[config.mk]
export PLATFORM = sky130hd
export DESIGN_NAME = rst_seq_mgr
export DESIGN_NICKNAME = d
export VERILOG_FILES = /design/src/rtl/rst_seq_pkg.sv /design/src/rtl/rst_req_sync.sv /design/src/rtl/rst_seq_mgr.sv
export SDC_FILE = /design/constraint.sdc
export NUM_CORES = 1
export LEC_CHECK = 0
export BUFFER_PORTS_ARGS = -buffer_cell sky130_fd_sc_hd__buf_2
export CAP_MARGIN = 20
export CORE_MARGIN = 2
export CORE_UTILIZATION = 29
export CTS_CLUSTER_DIAMETER = 30
export DETAILED_ROUTE_END_ITERATION = 16
export PLACE_DENSITY = 0.59
export SLEW_MARGIN = 20
export SYNTH_ARGS = -nofsm -noshare
export SYNTH_HDL_FRONTEND = slang
export SYNTH_SLANG_ARGS = --single-unit
[constraint.sdc]
create_clock -name clk_i -period 1.9 [get_ports clk_i]
set_clock_uncertainty 0.05 [all_clocks]
set_input_delay 0.095 -clock clk_i [delete_from_list [all_inputs] [get_ports clk_i]]
set_output_delay 0.095 -clock clk_i [all_outputs]
set_load 0.05 [all_outputs]
[src/rtl/rst_seq_pkg.sv]
// Shared types and constants for the reset sequencer.
//   rst_seq_state_e : sequencer FSM states (HOLD, RELEASE, RUN)
//   CauseBit*       : bit positions inside the sticky reset-cause register
//   rst_cause_t     : 4-bit reset-cause vector {wdog, sw, ndm, por}
package rst_seq_pkg;

    typedef enum logic [1:0] {
        HOLD    = 2'd0,
        RELEASE = 2'd1,
        RUN     = 2'd2
    } rst_seq_state_e;

    localparam int unsigned CauseBitPor  = 0;
    localparam int unsigned CauseBitNdm  = 1;
    localparam int unsigned CauseBitSw   = 2;
    localparam int unsigned CauseBitWdog = 3;

    typedef logic [3:0] rst_cause_t;

    // Cause value held while power-on reset is active.
    localparam rst_cause_t CauseReset = 4'b0001;

endpackage

[src/rtl/rst_req_sync.sv]
// Multi-flop synchroniser for an asynchronous single-bit request.
//   clk_i : destination clock
//   rst_i : asynchronous active-high reset, flops clear to 0
//   d_i   : asynchronous input
//   q_o   : synchronised output, SyncStages cycles of latency
module rst_req_sync #(
    parameter int SyncStages = 2
) (
    input  logic clk_i,
    input  logic rst_i,
    input  logic d_i,
    output logic q_o
);

    logic [SyncStages-1:0] sync_r;

    // Shift chain: the input enters at bit 0 and leaves at the top bit.
    always_ff @(posedge clk_i or posedge rst_i) begin
        if (rst_i) begin
            sync_r <= {SyncStages{1'b0}};
        end else begin
            sync_r <= {sync_r[SyncStages-2:0], d_i};
        end
    end

    assign q_o = sync_r[SyncStages-1];

endmodule

[src/rtl/rst_seq_mgr.sv]
// Reset sequencer: drives NumDomains active-low domain resets from POR and
// three runtime request sources, releasing domains one at a time in
// ascending order with programmable hold and gap times.
//   clk_i           : clock
//   rst_i           : power-on reset, asynchronous active-high
//   ndmreset_req_i  : debug ndmreset level request
//   ndm_mask_i      : domains affected by ndmreset (bit 0 ignored)
//   sw_rst_req_i    : software request, affects domains 1..N-1
//   wdog_rst_req_i  : asynchronous watchdog request, affects domains 1..N-1
//   cause_clr_i     : pulse clearing the sticky cause register
//   rst_domain_no   : active-low domain resets
//   rst_cause_o     : sticky cause {wdog, sw, ndm, por}
//   busy_o          : high while holding or releasing
module rst_seq_mgr
    import rst_seq_pkg::*;
#(
    parameter int NumDomains = 4,
    parameter int HoldCycles = 32,
    parameter int ReleaseGap = 16,
    parameter int SyncStages = 2
) (
    input  logic                  clk_i,
    input  logic                  rst_i,
    input  logic                  ndmreset_req_i,
    input  logic [NumDomains-1:0] ndm_mask_i,
    input  logic                  sw_rst_req_i,
    input  logic                  wdog_rst_req_i,
    input  logic                  cause_clr_i,
    output logic [NumDomains-1:0] rst_domain_no,
    output rst_cause_t            rst_cause_o,
    output logic                  busy_o
);

    if (NumDomains < 1 || NumDomains > 16) begin : g_bad_domains
        $fatal(1, "rst_seq_mgr: NumDomains must be 1..16");
    end
    if (HoldCycles < 1) begin : g_bad_hold
        $fatal(1, "rst_seq_mgr: HoldCycles must be >= 1");
    end
    if (ReleaseGap < 1) begin : g_bad_gap
        $fatal(1, "rst_seq_mgr: ReleaseGap must be >= 1");
    end
    if (SyncStages < 2) begin : g_bad_sync
        $fatal(1, "rst_seq_mgr: SyncStages must be >= 2");
    end

    localparam int MaxCnt = (HoldCycles > ReleaseGap) ? HoldCycles : ReleaseGap;
    localparam int CntW   = (MaxCnt > 1) ? $clog2(MaxCnt) : 1;

    localparam logic [CntW-1:0]       HoldLast = CntW'(HoldCycles - 1);
    localparam logic [CntW-1:0]       GapLast  = CntW'(ReleaseGap - 1);
    localparam logic [CntW-1:0]       CntOne   = CntW'(1);
    localparam logic [NumDomains-1:0] AonMask  = NumDomains'(1);
    localparam logic [NumDomains-1:0] AllOnes  = {NumDomains{1'b1}};
    localparam logic [NumDomains-1:0] AllZeros = {NumDomains{1'b0}};

    rst_seq_state_e        state_r, state_nxt_s;
    logic [CntW-1:0]       cnt_r, cnt_nxt_s;
    logic [NumDomains-1:0] pending_r, pending_nxt_s;
    logic [NumDomains-1:0] rst_no_r, rst_no_nxt_s;
    rst_cause_t            cause_r, cause_nxt_s, cause_set_s;
    logic                  busy_r, busy_nxt_s;

    logic                  wdog_sync_s;
    logic [NumDomains-1:0] ndm_set_s, sw_set_s, wdog_set_s, req_set_s;
    logic                  req_any_s;
    logic [NumDomains-1:0] low_oh_s, rel_pending_s;

    rst_req_sync #(
        .SyncStages (SyncStages)
    ) u_wdog_sync (
        .clk_i (clk_i),
        .rst_i (rst_i),
        .d_i   (wdog_rst_req_i),
        .q_o   (wdog_sync_s)
    );

    // Per-source affected sets; the always-on domain 0 is never included.
    always_comb begin
        ndm_set_s  = AllZeros;
        sw_set_s   = AllZeros;
        wdog_set_s = AllZeros;
        if (ndmreset_req_i) begin
            ndm_set_s = ndm_mask_i & ~AonMask;
        end else begin
            ndm_set_s = AllZeros;
        end
        if (sw_rst_req_i) begin
            sw_set_s = ~AonMask;
        end else begin
            sw_set_s = AllZeros;
        end
        if (wdog_sync_s) begin
            wdog_set_s = ~AonMask;
        end else begin
            wdog_set_s = AllZeros;
        end
    end

    assign req_set_s = ndm_set_s | sw_set_s | wdog_set_s;
    assign req_any_s = |req_set_s;

    // A source only counts as accepted when its affected set is non-empty.
    always_comb begin
        cause_set_s               = 4'b0000;
        cause_set_s[CauseBitNdm]  = |ndm_set_s;
        cause_set_s[CauseBitSw]   = |sw_set_s;
        cause_set_s[CauseBitWdog] = |wdog_set_s;
    end

    // Lowest pending domain as a one-hot (isolate lowest set bit).
    assign low_oh_s      = pending_r & (~pending_r + NumDomains'(1));
    assign rel_pending_s = pending_r & ~low_oh_s;

    // Next-state, counter, pending set and domain outputs.
    always_comb begin
        state_nxt_s   = state_r;
        cnt_nxt_s     = cnt_r;
        pending_nxt_s = pending_r;
        rst_no_nxt_s  = rst_no_r;
        if (req_any_s) begin
            // Any accepted request re-enters HOLD from scratch.
            state_nxt_s   = HOLD;
            cnt_nxt_s     = {CntW{1'b0}};
            pending_nxt_s = pending_r | req_set_s;
            rst_no_nxt_s  = rst_no_r & ~req_set_s;
        end else begin
            case (state_r)
                HOLD, RELEASE: begin
                    if ((state_r == HOLD && cnt_r == HoldLast) ||
                        (state_r == RELEASE && cnt_r == GapLast)) begin
                        cnt_nxt_s     = {CntW{1'b0}};
                        pending_nxt_s = rel_pending_s;
                        rst_no_nxt_s  = rst_no_r | low_oh_s;
                        if (rel_pending_s == AllZeros) begin
                            state_nxt_s = RUN;
                        end else begin
                            state_nxt_s = RELEASE;
                        end
                    end else begin
                        cnt_nxt_s = cnt_r + CntOne;
                    end
                end
                RUN: begin
                    cnt_nxt_s = {CntW{1'b0}};
                end
                default: begin
                    state_nxt_s   = HOLD;
                    cnt_nxt_s     = {CntW{1'b0}};
                    pending_nxt_s = AllOnes;
                    rst_no_nxt_s  = AllZeros;
                end
            endcase
        end
    end

    // Busy tracks the next state so it drops on the last release edge.
    always_comb begin
        if (state_nxt_s == RUN) begin
            busy_nxt_s = 1'b0;
        end else begin
            busy_nxt_s = 1'b1;
        end
    end

    // Sticky cause: clear first, then OR in accepted sources so set wins.
    always_comb begin
        if (cause_clr_i) begin
            cause_nxt_s = cause_set_s;
        end else begin
            cause_nxt_s = cause_r | cause_set_s;
        end
    end

    // State and output registers with asynchronous power-on reset.
    always_ff @(posedge clk_i or posedge rst_i) begin
        if (rst_i) begin
            state_r   <= HOLD;
            cnt_r     <= {CntW{1'b0}};
            pending_r <= AllOnes;
            rst_no_r  <= AllZeros;
            cause_r   <= CauseReset;
            busy_r    <= 1'b1;
        end else begin
            state_r   <= state_nxt_s;
            cnt_r     <= cnt_nxt_s;
            pending_r <= pending_nxt_s;
            rst_no_r  <= rst_no_nxt_s;
            cause_r   <= cause_nxt_s;
            busy_r    <= busy_nxt_s;
        end
    end

    assign rst_domain_no = rst_no_r;
    assign rst_cause_o   = cause_r;
    assign busy_o        = busy_r;

endmodule

# After elaboration in Yosys (flattened, before gate mapping)
# Index checks and enable logic that the tools add are counted.
[op_classes]
add_sub_neg = 2
eq_ne = 7
n_mux = 18
bitwise = 11
reduce_logical = 11
[op_table]
columns = ["cell", "count"]
rows = [
  ["$mux W4", 8],
  ["$or A4 B4 Y4", 5],
  ["$pmux W4 S2", 2],
  ["$reduce_or A4 Y1", 4],
  ["$mux W5", 3],
  ["$and A4 B4 Y4", 3],
  ["$not A4 Y4", 3],
  ["$mux W2", 3],
  ["$add A5 B1 Y5 const B", 1],
  ["$eq A5 B4 Y1 const B", 1],
  ["$eq A5 B5 Y1 const B", 1],
  ["$add A4 B1 Y4 const B", 1],
  ["$eq A2 B2 Y1 const B", 2],
  ["$logic_not A4 Y1", 1],
  ["$pmux W2 S2", 1],
  ["$ne A3 B3 Y1 const B", 1],
  ["$eq A2 B1 Y1 const B", 1],
  ["$logic_and A1 B1 Y1", 2],
  ["$logic_not A2 Y1", 1],
  ["$ne A2 B2 Y1 const B", 1],
  ["$reduce_and A2 Y1", 1],
  ["$reduce_or A2 Y1", 1],
  ["$logic_or A1 B1 Y1", 1],
  ["$mux W1", 1],
]
[word_totals]
regBits = 22
in_bits = 10
output_inout_bits = 9
elab_cells = 56

# Logic depth before layout (Yosys ltp)
# Gate-level depths: netlist of the first run.
[depth]
word_depth = 12
depth_mapped = 7
ltp_nobuf = 7

# Hierarchy
# Synthesis of the first run repeated with hierarchy kept, for this count alone.
[hier_totals]
cells_unflattened = 101
hier_area_um2 = 1102.3
[by_module_without_submodules]
columns = ["module", "n_inst", "cells_per_inst", "area_per_inst_um2", "seq_area_each_um2"]
rows = [
  ["rst_seq_mgr", 1, 98, 1048.5, 508.0],
  ["rst_req_sync", 1, 3, 53.8, 50.0],
]

# Least setup slack after synthesis of the first run
# Ideal clock, no wire load.
[synth_path]
path_type = "reg-to-reg"
start = "register cnt_r[0]"
end = "register pending_r[2]"
setup_time_ns = 0.079
t_arrival_ns = 1.848
required_time_ns = 1.771
slack_ns = -0.078
path_stages_with_launch = 8
path_buffers = 0
synth_period_minus_slack_ns = 1.978
cell_sequence = "dfrtp_1 ha_1 and3_1 ha_1 or3b_4 nand2_4 a221o_2 a22o_1"
[synth_between]
elab_chain_len = 5
elab_cells_between_ends = 7
classes_between = "eq/ne: 3; reduce/logical: 4"
[synth_lines]
columns = ["item", "line", "rtl"]
rows = [
  ["start: declaration", "rst_seq_mgr.sv:58", "logic [CntW-1:0] cnt_r, cnt_nxt_s;"],
  ["start signal: assignment", "rst_seq_mgr.sv:179", "cnt_r <= {CntW{1'b0}};"],
  ["start signal: assignment", "rst_seq_mgr.sv:186", "cnt_r <= cnt_nxt_s;"],
  ["$eq A5 B5 Y1 or $eq A5 B4 Y1 (tied branches)", "rst_seq_mgr.sv:130, rst_seq_mgr.sv:131", ""],
  ["$logic_and A1 B1 Y1 (on tied branches)", "rst_seq_mgr.sv:130, rst_seq_mgr.sv:131", ""],
  ["$logic_or A1 B1 Y1 (*)", "rst_seq_mgr.sv:130", "if ((state_r == HOLD && cnt_r == HoldLast) ||"],
  ["$ne A3 B3 Y1 (no line) (*)", "--", ""],
  ["$reduce_and A2 Y1 (no line) (*)", "--", ""],
  ["end signal: assignment", "rst_seq_mgr.sv:180", "pending_r <= AllOnes;"],
  ["end signal: assignment", "rst_seq_mgr.sv:187", "pending_r <= pending_nxt_s;"],
  ["end: declaration", "rst_seq_mgr.sv:59", "logic [NumDomains-1:0] pending_r, pending_nxt_s;"],
]
# Every way passes the cells marked *; elsewhere a longest branch is shown, timed or not.
# A chain may end at the register's enable or synchronous reset.

# Worst setup path in the final report of the first run
[layout_path]
start = "register cnt_r[1]"
end = "register rst_no_r[2], in the netlist rst_domain_no[2]"
[layout_between]
elab_chain_len = 5
elab_cells_between_ends = 7
classes_between = "eq/ne: 3; reduce/logical: 4"
[layout_lines]
columns = ["item", "line", "rtl"]
rows = [
  ["$eq A5 B5 Y1 or $eq A5 B4 Y1 (tied branches)", "rst_seq_mgr.sv:130, rst_seq_mgr.sv:131", ""],
  ["$logic_and A1 B1 Y1 (on tied branches)", "rst_seq_mgr.sv:130, rst_seq_mgr.sv:131", ""],
  ["$logic_or A1 B1 Y1 (*)", "rst_seq_mgr.sv:130", ""],
  ["$ne A3 B3 Y1 (no line) (*)", "--", ""],
  ["$reduce_and A2 Y1 (no line) (*)", "--", ""],
  ["end signal: assignment", "rst_seq_mgr.sv:181", "rst_no_r <= AllZeros;"],
  ["end signal: assignment", "rst_seq_mgr.sv:188", "rst_no_r <= rst_no_nxt_s;"],
  ["end: declaration", "rst_seq_mgr.sv:60", "logic [NumDomains-1:0] rst_no_r, rst_no_nxt_s;"],
]
# Marked as above.

==> PnR_summary.wiki, run 1 <==
{| class="wikitable"
! Metric !! Value
|-
| Run status || finished, violations left
|-
| Violations in the final reports || setup timing
|-
| Overall Power || ~930 uW
|-
| Area of the mapped netlist || 1050 sq um
|-
| Endpoint arrival time on the critical path || approximately 2.1 ns
|-
| Initial Util || 30.7%
|-
| Final slew viol count || 0
|-
| Leading cell types in the layout, fill and taps excluded || 17 x buf_2, 16 x dfrtp_1, 9 x nor2_1
|-
| Yosys Warn Count || 0
|-
| Fmax || approximately 520 MHz
|-
| Static Leakage || roughly 0.6 nW
|-
| DRT iter0 DRCs || 47
|-
| Worst max-slew margin expressed relative to the limit || between 40% and 50%
|-
| Commonest non-fill, non-tap cell in the layout || buf_2
|-
| Width of the die || between 60 and 70 um
|-
| GRT Overall Usage || 11.7%
|-
| Distinct cell type count of the synthesized netlist || 39
|-
| Number of global-route vias before repair || approximately 830
|-
| Number of hold-slack violations in the final timing report || 0
|-
| Share of power burned in the clock network || a little under 40%
|-
| Share of total power in combinational logic || roughly 9%
|-
| PD cells || 678 nW/um^2
|-
| Vias || between 800 and 900
|-
| Seq pwr share || between 50% and 60%
|-
| Overall routed net length || ~2.1 mm
|-
| Die Outline Area || about 4100 sq um
|-
| Type of the setup path with the least slack || flip-flop to flip-flop
|-
| Switching power as a share of total power || 22.1%
|-
| Count of pins on the block boundary || 19
|-
| Nets || between 100 and 150
|-
| Slowest library cell on the worst path || or3b_4
|-
| Final min period || about 1.9 ns
|-
| Average vias per placed instance || a little under 5
|-
| Final routed wire length divided by cell count || roughly 12 um
|-
| Core region area || roughly 3400 sq um
|-
| Pin slew with the least headroom to its limit || just over 0.8 ns
|-
| List of cells traversed by the critical path || ha_2 > and3_4 > ha_4 > or3b_4 > nand2_4 > a221o_2 > a2bb2o_2
|-
| Net count after synthesis || between 100 and 150
|-
| Net Sw Power || about 210 uW
|-
| RSZ-0062 raised after global routing || yes
|-
| Required time of the critical path || roughly 2.1 ns
|-
| Total iterations of the first detailed-routing run || 4
|-
| Number of storage elements in the synthesis netlist || 22
|-
| Setup violations, final || 3
|-
| Remaining number of nets flagged by the antenna check after routing || 0
|-
| Clock tree from TritonCTS || built
|-
| Slowest cell delay on critical path || 0.41 ns
|-
| Share of cells above drive strength 1 || 38.1%
|-
| Top cell family by delay on the critical path || simple AND/OR/NAND/NOR gates
|-
| Sequential cell area || about 560 sq um
|-
| Antenna fix cells || 0
|-
| Number of cell rows || 21
|-
| Count of mapped cells out of synthesis || 97
|-
| Layout overhead on the synthesized area || 30.2%
|-
| Fill cell instance count of the final layout || ~360
|-
| Area used by multi-input combinational logic || between 400 and 500 sq um
|-
| Drc violations || 0
|-
| Maximum number of pins on one net before global-route repair || 23
|-
| Int Power || approximately 720 uW
|-
| Clock latency on the worst-skew pair || around 0.31 ns
|-
| Die outline height || around 64 um
|-
| H-tree lvl count || 1
|-
| HPWL after DPL || ~1.5 mm
|-
| Worst hold-check path type || primary input to flip-flop
|-
| Buffer depth of the longest clock path || 2
|-
| Number of buffers and inverters on the critical path || 0
|-
| CTS root buf || clkbuf_4
|-
| Post-route core utilization || between 40% and 50%
|-
| Number of buffers added on ports || 17
|-
| Num CTS Buffers || 3
|-
| Worst slack, placed || -0.0271 ns
|-
| Top fanout value on the critical path || 2
|-
| Period utilisation layout || 102%
|-
| Launching element type of the critical path || flip-flop
|-
| Setup ws final || -0.0336 ns
|-
| Worst vdd ir || approximately 0.00048 V
|-
| Sequential cell area fraction in the yosys report || about 53%
|-
| Final weighted congestion in routability-driven placement || just over 0.7
|-
| Avg Synthesized Cell Area || 10.8 sq um
|-
| Clock sink total || 22
|-
| Number of antenna violations at the first check in global routing || 0
|-
| Max-capacitance violation count || 0
|-
| Global-route wire length before repair || approximately 3.7 mm
|-
| Clk pin slew, worst setup/hold paths || between 0.1 and 0.15 ns
|-
| Leftover overflow at the end of global routing || 0
|-
| Setup crit end kind || flip-flop
|}
[sequential cells by signal, indices dropped and copies added (netlist names)]
signal	count
rst_domain_no	4
rst_cause_o	4
pending_r	4
u_wdog_sync.sync_r	2
busy_o	1
state_r	2
cnt_r	5
[final timing paths]
path / start / end / slack (ns) / cells after the start
setup / recovery: cnt_r[1] / rst_domain_no[2] / -0.03 / 7
setup reg to reg: cnt_r[1] / rst_domain_no[2] / -0.03 / 7
hold / removal: ndm_mask_i[1] / rst_domain_no[1] / 0.09 / 3
min in group asynchronous: rst_i / cnt_r[1] / 0.41 / 3
hold reg to reg: u_wdog_sync.sync_r[0] / u_wdog_sync.sync_r[1] / 0.32 / 0
max in group asynchronous: rst_i / rst_domain_no[3] / 0.89 / 3
[metrics by stage]
stage	setup TNS [ns]	hold slack (ns)	cells	area (sq um)
5_1_grt	-0.360	0.0649	172	1370
3_5_place_dp	-0.0486	0.154	161	1220
2_1_floorplan	0	0.0298	97	1070
6_report	-0.0539	0.0890	172	1370
4_1_cts	-0.104	0.0656	171	1350
3_3_place_gp	-0.00217	0.154	161	1220
[worst reg2reg max path: stages (launching register included)]
cell	delay, ns
dfrtp_1	0.38
ha_2	0.18
and3_4	0.21
ha_4	0.13
or3b_4	0.41
nand2_4	0.08
a221o_2	0.14
a2bb2o_2	0.26
[Yosys cell counts]
| cell type | instances | share of area [%] |
|---|---|---|
| nor2_1 | 9 | 3.2 |
| a221o_2 | 1 | 1.1 |
| nand2b_1 | 1 | 0.60 |
| and2_1 | 1 | 0.60 |
| o21ba_2 | 1 | 0.95 |
| xor2_1 | 1 | 0.83 |
| buf_6 | 1 | 1.1 |
| inv_1 | 8 | 2.9 |
| xnor2_1 | 1 | 0.83 |
| or3b_4 | 1 | 1.1 |
| a21boi_1 | 1 | 0.72 |
| or2_1 | 2 | 1.2 |
| maj3_1 | 1 | 0.95 |
| o22ai_1 | 1 | 0.60 |
| ha_1 | 3 | 3.6 |
| nor2b_1 | 1 | 0.60 |
| nand2_1 | 4 | 1.4 |
| o21ai_2 | 1 | 0.83 |
| a21oi_1 | 3 | 1.4 |
| and3_1 | 2 | 1.2 |
| nand2_4 | 1 | 1.1 |
| dfrtp_1 | 16 | 38 |
| o31a_1 | 1 | 0.83 |
| clkbuf_1 | 1 | 0.36 |
| nor3_1 | 1 | 0.48 |
| a221o_1 | 2 | 1.9 |
| a22o_1 | 1 | 0.83 |
| o21ai_1 | 1 | 0.48 |
| or2_0 | 1 | 0.60 |
| dfstp_2 | 6 | 15 |
| a21o_1 | 5 | 3.6 |
| or3_1 | 1 | 0.60 |
| o21ai_0 | 5 | 2.4 |
| a211o_1 | 1 | 0.83 |
| nor3_2 | 1 | 0.95 |
| a2bb2o_2 | 1 | 1.1 |
| a211oi_2 | 1 | 1.2 |
| nand3_1 | 5 | 2.4 |
| a41oi_1 | 2 | 1.7 |
[kinds of logic (layout without fill, tap and decap cells)]
kind of cell               after synthesis  in the layout  synth area share [%]
and+or+nand+nor                         31             31                  16.0
AOI/OAI and AO/OA                       28             28                  20.4
DFF                                     22             22                  53.2
buffers and inverters                   10             39                  4.29
adders and majority gates                4              4                  4.53
xor gates and xnor gates                 2              2                  1.67
[power groups by stage]
| stage | registers [mW] | clock network, mW | logic, mW |
|---|---|---|---|
| floorplan | 0.511 | 0 | 0.0299 |
| detailed placement | 0.495 | 0 | 0.0746 |
| finish | 0.486 | 0.358 | 0.0823 |
| global route | 0.488 | 0.394 | 0.0907 |
| global placement | 0.494 | 0 | 0.0724 |
| CTS | 0.486 | 0.373 | 0.0821 |
[timing repair]
item / in CTS / in global routing
endpoints found under the hold margin: 19 / 0
pin swaps: 4 / 5
resized for setup: 3 / 3
setup buffers: 2 / 1
hold buffers: 4 / 0
endpoints found under the setup margin: 3 / 8
[routing by layer]
layer	GRT usage [%]	vias up	routed length (um)
met5	0	-	0
met3	4.05	4	149
met1	14.4	416	910
li1	-	401	-
met4	4.26	0	29
met2	18.9	29	1040
[final cells by class]
type,count,area share [%]
Timing Repair Buffer,27,12.5
Multi-Input combinational cell,65,36.4
Clock buffer,3,1.65
Inverter,8,2.20
Clock inverter,1,2.20
Tap cell,46,4.21
Sequential cell,22,40.8
No activity file was read; power rests on OpenSTA's default activity.
==> run 2: changes to the inputs <==
Settings changed: RECOVER_POWER set to 25, SETUP_SLACK_MARGIN set to 0.15.
==> PnR_summary.wiki, run 2 (synthesis gave the netlist of run 1 again) <==
{| class="wikitable"
! Metric !! Value
|-
| List of cells traversed by the critical path || ha_2 > and3_4 > ha_4 > or3b_4 > nand2_4 > a221o_2 > a22o_1
|-
| Clock tree from TritonCTS || built
|-
| Number of global-route vias before repair || 827 (-0.60%)
|-
| Clock latency on the worst-skew pair || 0.31 ns (about the same)
|-
| Sequential cell area || 558 sq um (unchanged)
|-
| Violations in the final reports || setup timing
|-
| RSZ-0062 raised after global routing || yes
|-
| Slowest cell delay on critical path || 0.41 ns (about the same)
|-
| Pin slew with the least headroom to its limit || 1.17 ns (+0.353 ns)
|-
| Max-capacitance violation count || 0 (unchanged)
|-
| Leading cell types in the layout, fill and taps excluded || 17 x buf_2, 16 x dfrtp_1, 10 x buf_4
|-
| Setup crit end kind || flip-flop
|-
| Number of buffers added on ports || 17 (unchanged)
|-
| Number of cell rows || 21 (unchanged)
|-
| Final weighted congestion in routability-driven placement || 0.765 (+7.0%)
|-
| Fmax || 523 MHz (+1.1%)
|-
| Count of pins on the block boundary || 19 (unchanged)
|-
| Share of cells above drive strength 1 || 40.2% (+2.1 points)
|-
| Average vias per placed instance || 4.66 (-5.8%)
|-
| Total negative setup slack || -0.0131 ns (+0.0408 ns)
|-
| Antenna fix cells || 0 (unchanged)
|-
| Final min period || 1.91 ns (-0.0204 ns)
|-
| Commonest non-fill, non-tap cell in the layout || buf_2
|-
| Final-layout worst hold slack || 0.0696 ns (-0.0194 ns)
|-
| Endpoint arrival time on the critical path || 2.12 ns (+0.02 ns)
|-
| Launching element type of the critical path || flip-flop
|-
| Final slew viol count || 0 (unchanged)
|-
| CTS root buf || clkbuf_4
|-
| Number of hold-slack violations in the final timing report || 0 (unchanged)
|-
| H-tree lvl count || 1 (unchanged)
|-
| Top cell family by delay on the critical path || compound AO/OA/AOI/OAI gates
|-
| Num CTS Buffers || 3 (unchanged)
|-
| Buffer depth of the longest clock path || 2 (unchanged)
|-
| PD cells || 567 nW/um^2 (-16%)
|-
| Number of buffers and inverters on the critical path || 0 (unchanged)
|-
| Worst hold-check path type || primary input to flip-flop
|-
| Overall routed net length || 2.11 mm (-1.0%)
|-
| Final routed wire length divided by cell count || 11.8 um (-4.4%)
|-
| Vias || 829 (-2.5%)
|-
| Post-place instance area || 1280 sq um (+5.2%)
|-
| DRT iter0 DRCs || 58 (+23%)
|-
| Global-route wire length before repair || 3.57 mm (-4.4%)
|-
| Worst max-slew margin expressed relative to the limit || 22.2% (-23 points)
|-
| Post-route core utilization || 41.2% (+1.2 points)
|-
| Initial Util || 30.7% (unchanged)
|-
| Die Outline Area || 4120 sq um (unchanged)
|-
| Slowest library cell on the worst path || dfrtp_1
|-
| Static Leakage || 0.603 nW (+2.9%)
|-
| Register with the most flip-flops || cnt_r
|-
| Area used by multi-input combinational logic || 522 sq um (+4.8%)
|-
| Maximum number of pins on one net before global-route repair || 23 (unchanged)
|-
| Fill cell instance count of the final layout || 358 (-0.28%)
|-
| Clock sink total || 22 (unchanged)
|-
| Run status || finished, violations left
|-
| Width of the die || 64.2 um (unchanged)
|-
| Top fanout value on the critical path || 2 (unchanged)
|-
| Number of antenna violations at the first check in global routing || 0 (unchanged)
|-
| HPWL after DPL || 1.56 mm (+2.5%)
|-
| Clk pin slew, worst setup/hold paths || 0.12 ns (about the same)
|-
| Final cell area excluding filler cells || 1410 sq um (+3.1%)
|-
| Total iterations of the first detailed-routing run || 4 (unchanged)
|-
| Period utilisation layout || 101% (-1.1 points)
|-
| Required time of the critical path || 2.10 ns (+0.04 ns)
|-
| Core region area || 3420 sq um (unchanged)
|-
| Leftover overflow at the end of global routing || 0 (unchanged)
|-
| Die outline height || 64.2 um (unchanged)
|-
| Setup ws final || -0.0131 ns (+0.0204 ns)
|-
| Drc violations || 0 (unchanged)
|-
| Worst vdd ir || 0.000435 V (-9.3%)
|-
| Flip-flop count of the largest register, all copies and words added || 5 (unchanged)
|-
| Remaining number of nets flagged by the antenna check after routing || 0 (unchanged)
|-
| GRT Overall Usage || 11.0% (-0.66 points)
|-
| Setup violations, final || 1 (-2)
|-
| Nets || 146 (+4.3%)
|-
| Type of the setup path with the least slack || flip-flop to flip-flop
|-
| Layout overhead on the synthesized area || 34.2%
|}
==> run 2: cell types whose count changed in the layout (fill, tap and decap cells not counted), sizes merged <==
cell / before / now
buf: 23 / 28
bufinv: 1 / 0
clkbuf: 3 / 5
==> run 2: final timing paths <==
path / start / to / slack (ns) / depth (start not counted)
min: ndm_mask_i[1] / rst_domain_no[1] / 0.07 / 3
min in group asynchronous: rst_i / u_wdog_sync.sync_r[1] / 0.63 / 4
max in group asynchronous: rst_i / state_r[0] / 0.48 / 4
min reg2reg: u_wdog_sync.sync_r[0] / u_wdog_sync.sync_r[1] / 0.31 / 0
max: cnt_r[0] / pending_r[2] / -0.01 / 7
max reg2reg: cnt_r[0] / pending_r[2] / -0.01 / 7
==> run 2: where the power goes <==
part           total [mW]  switching, mW  leakage, nW  internal [mW]
Clock               0.224          0.142       0.0150         0.0819
Combinational      0.0889         0.0567        0.316         0.0322
Sequential          0.486        0.00643        0.272          0.480
Total               0.799          0.205        0.603          0.594
==> run 2: worst reg2reg max path: stages, from the launching register on <==
cell,delay (ns)
dfrtp_1,0.41
ha_2,0.19
and3_4,0.19
ha_4,0.15
or3b_4,0.25
nand2_4,0.05
a221o_2,0.36
a22o_1,0.21
==> run 2: final cells by class <==
| class | instances | area share [%] |
|---|---|---|
| Clock buffer | 4 | 1.87 |
| Multi-Input combinational cell | 65 | 37.0 |
| Timing Repair Buffer | 33 | 15.3 |
| Tap cell | 46 | 4.09 |
| Sequential cell | 22 | 39.6 |
| Inverter | 8 | 2.13 |
==> run 2: through the flow <==
stage | setup slack (ns) | power, mW | instances
6_report | -0.0131 | 0.799 | 178
5_1_grt | -0.0627 | 0.837 | 178
4_1_cts | -0.0223 | 0.805 | 176
3_5_place_dp | -0.0107 | 0.572 | 167
3_3_place_gp | 0.0142 | 0.570 | 167
2_1_floorplan | 0.0104 | 0.542 | 97
==> run 2: metal layers <==
layer / vias to the layer above / share of wire [%] / track usage, %
li1: 409 / - / -
met4: 0 / 0.57 / 1.60
met2: 11 / 52 / 19.9
met1: 407 / 44 / 12.9
met5: - / 0 / 0
met3: 2 / 3.3 / 3.70
==> run 2: timing repair <==
item,4_1_cts,5_1_grt
hold endpoints to repair,19,0
hold buffers,4,0
resized for setup,2,6
pin swaps,9,6
buffers inserted,1,2
endpoints found under the setup margin,13,13
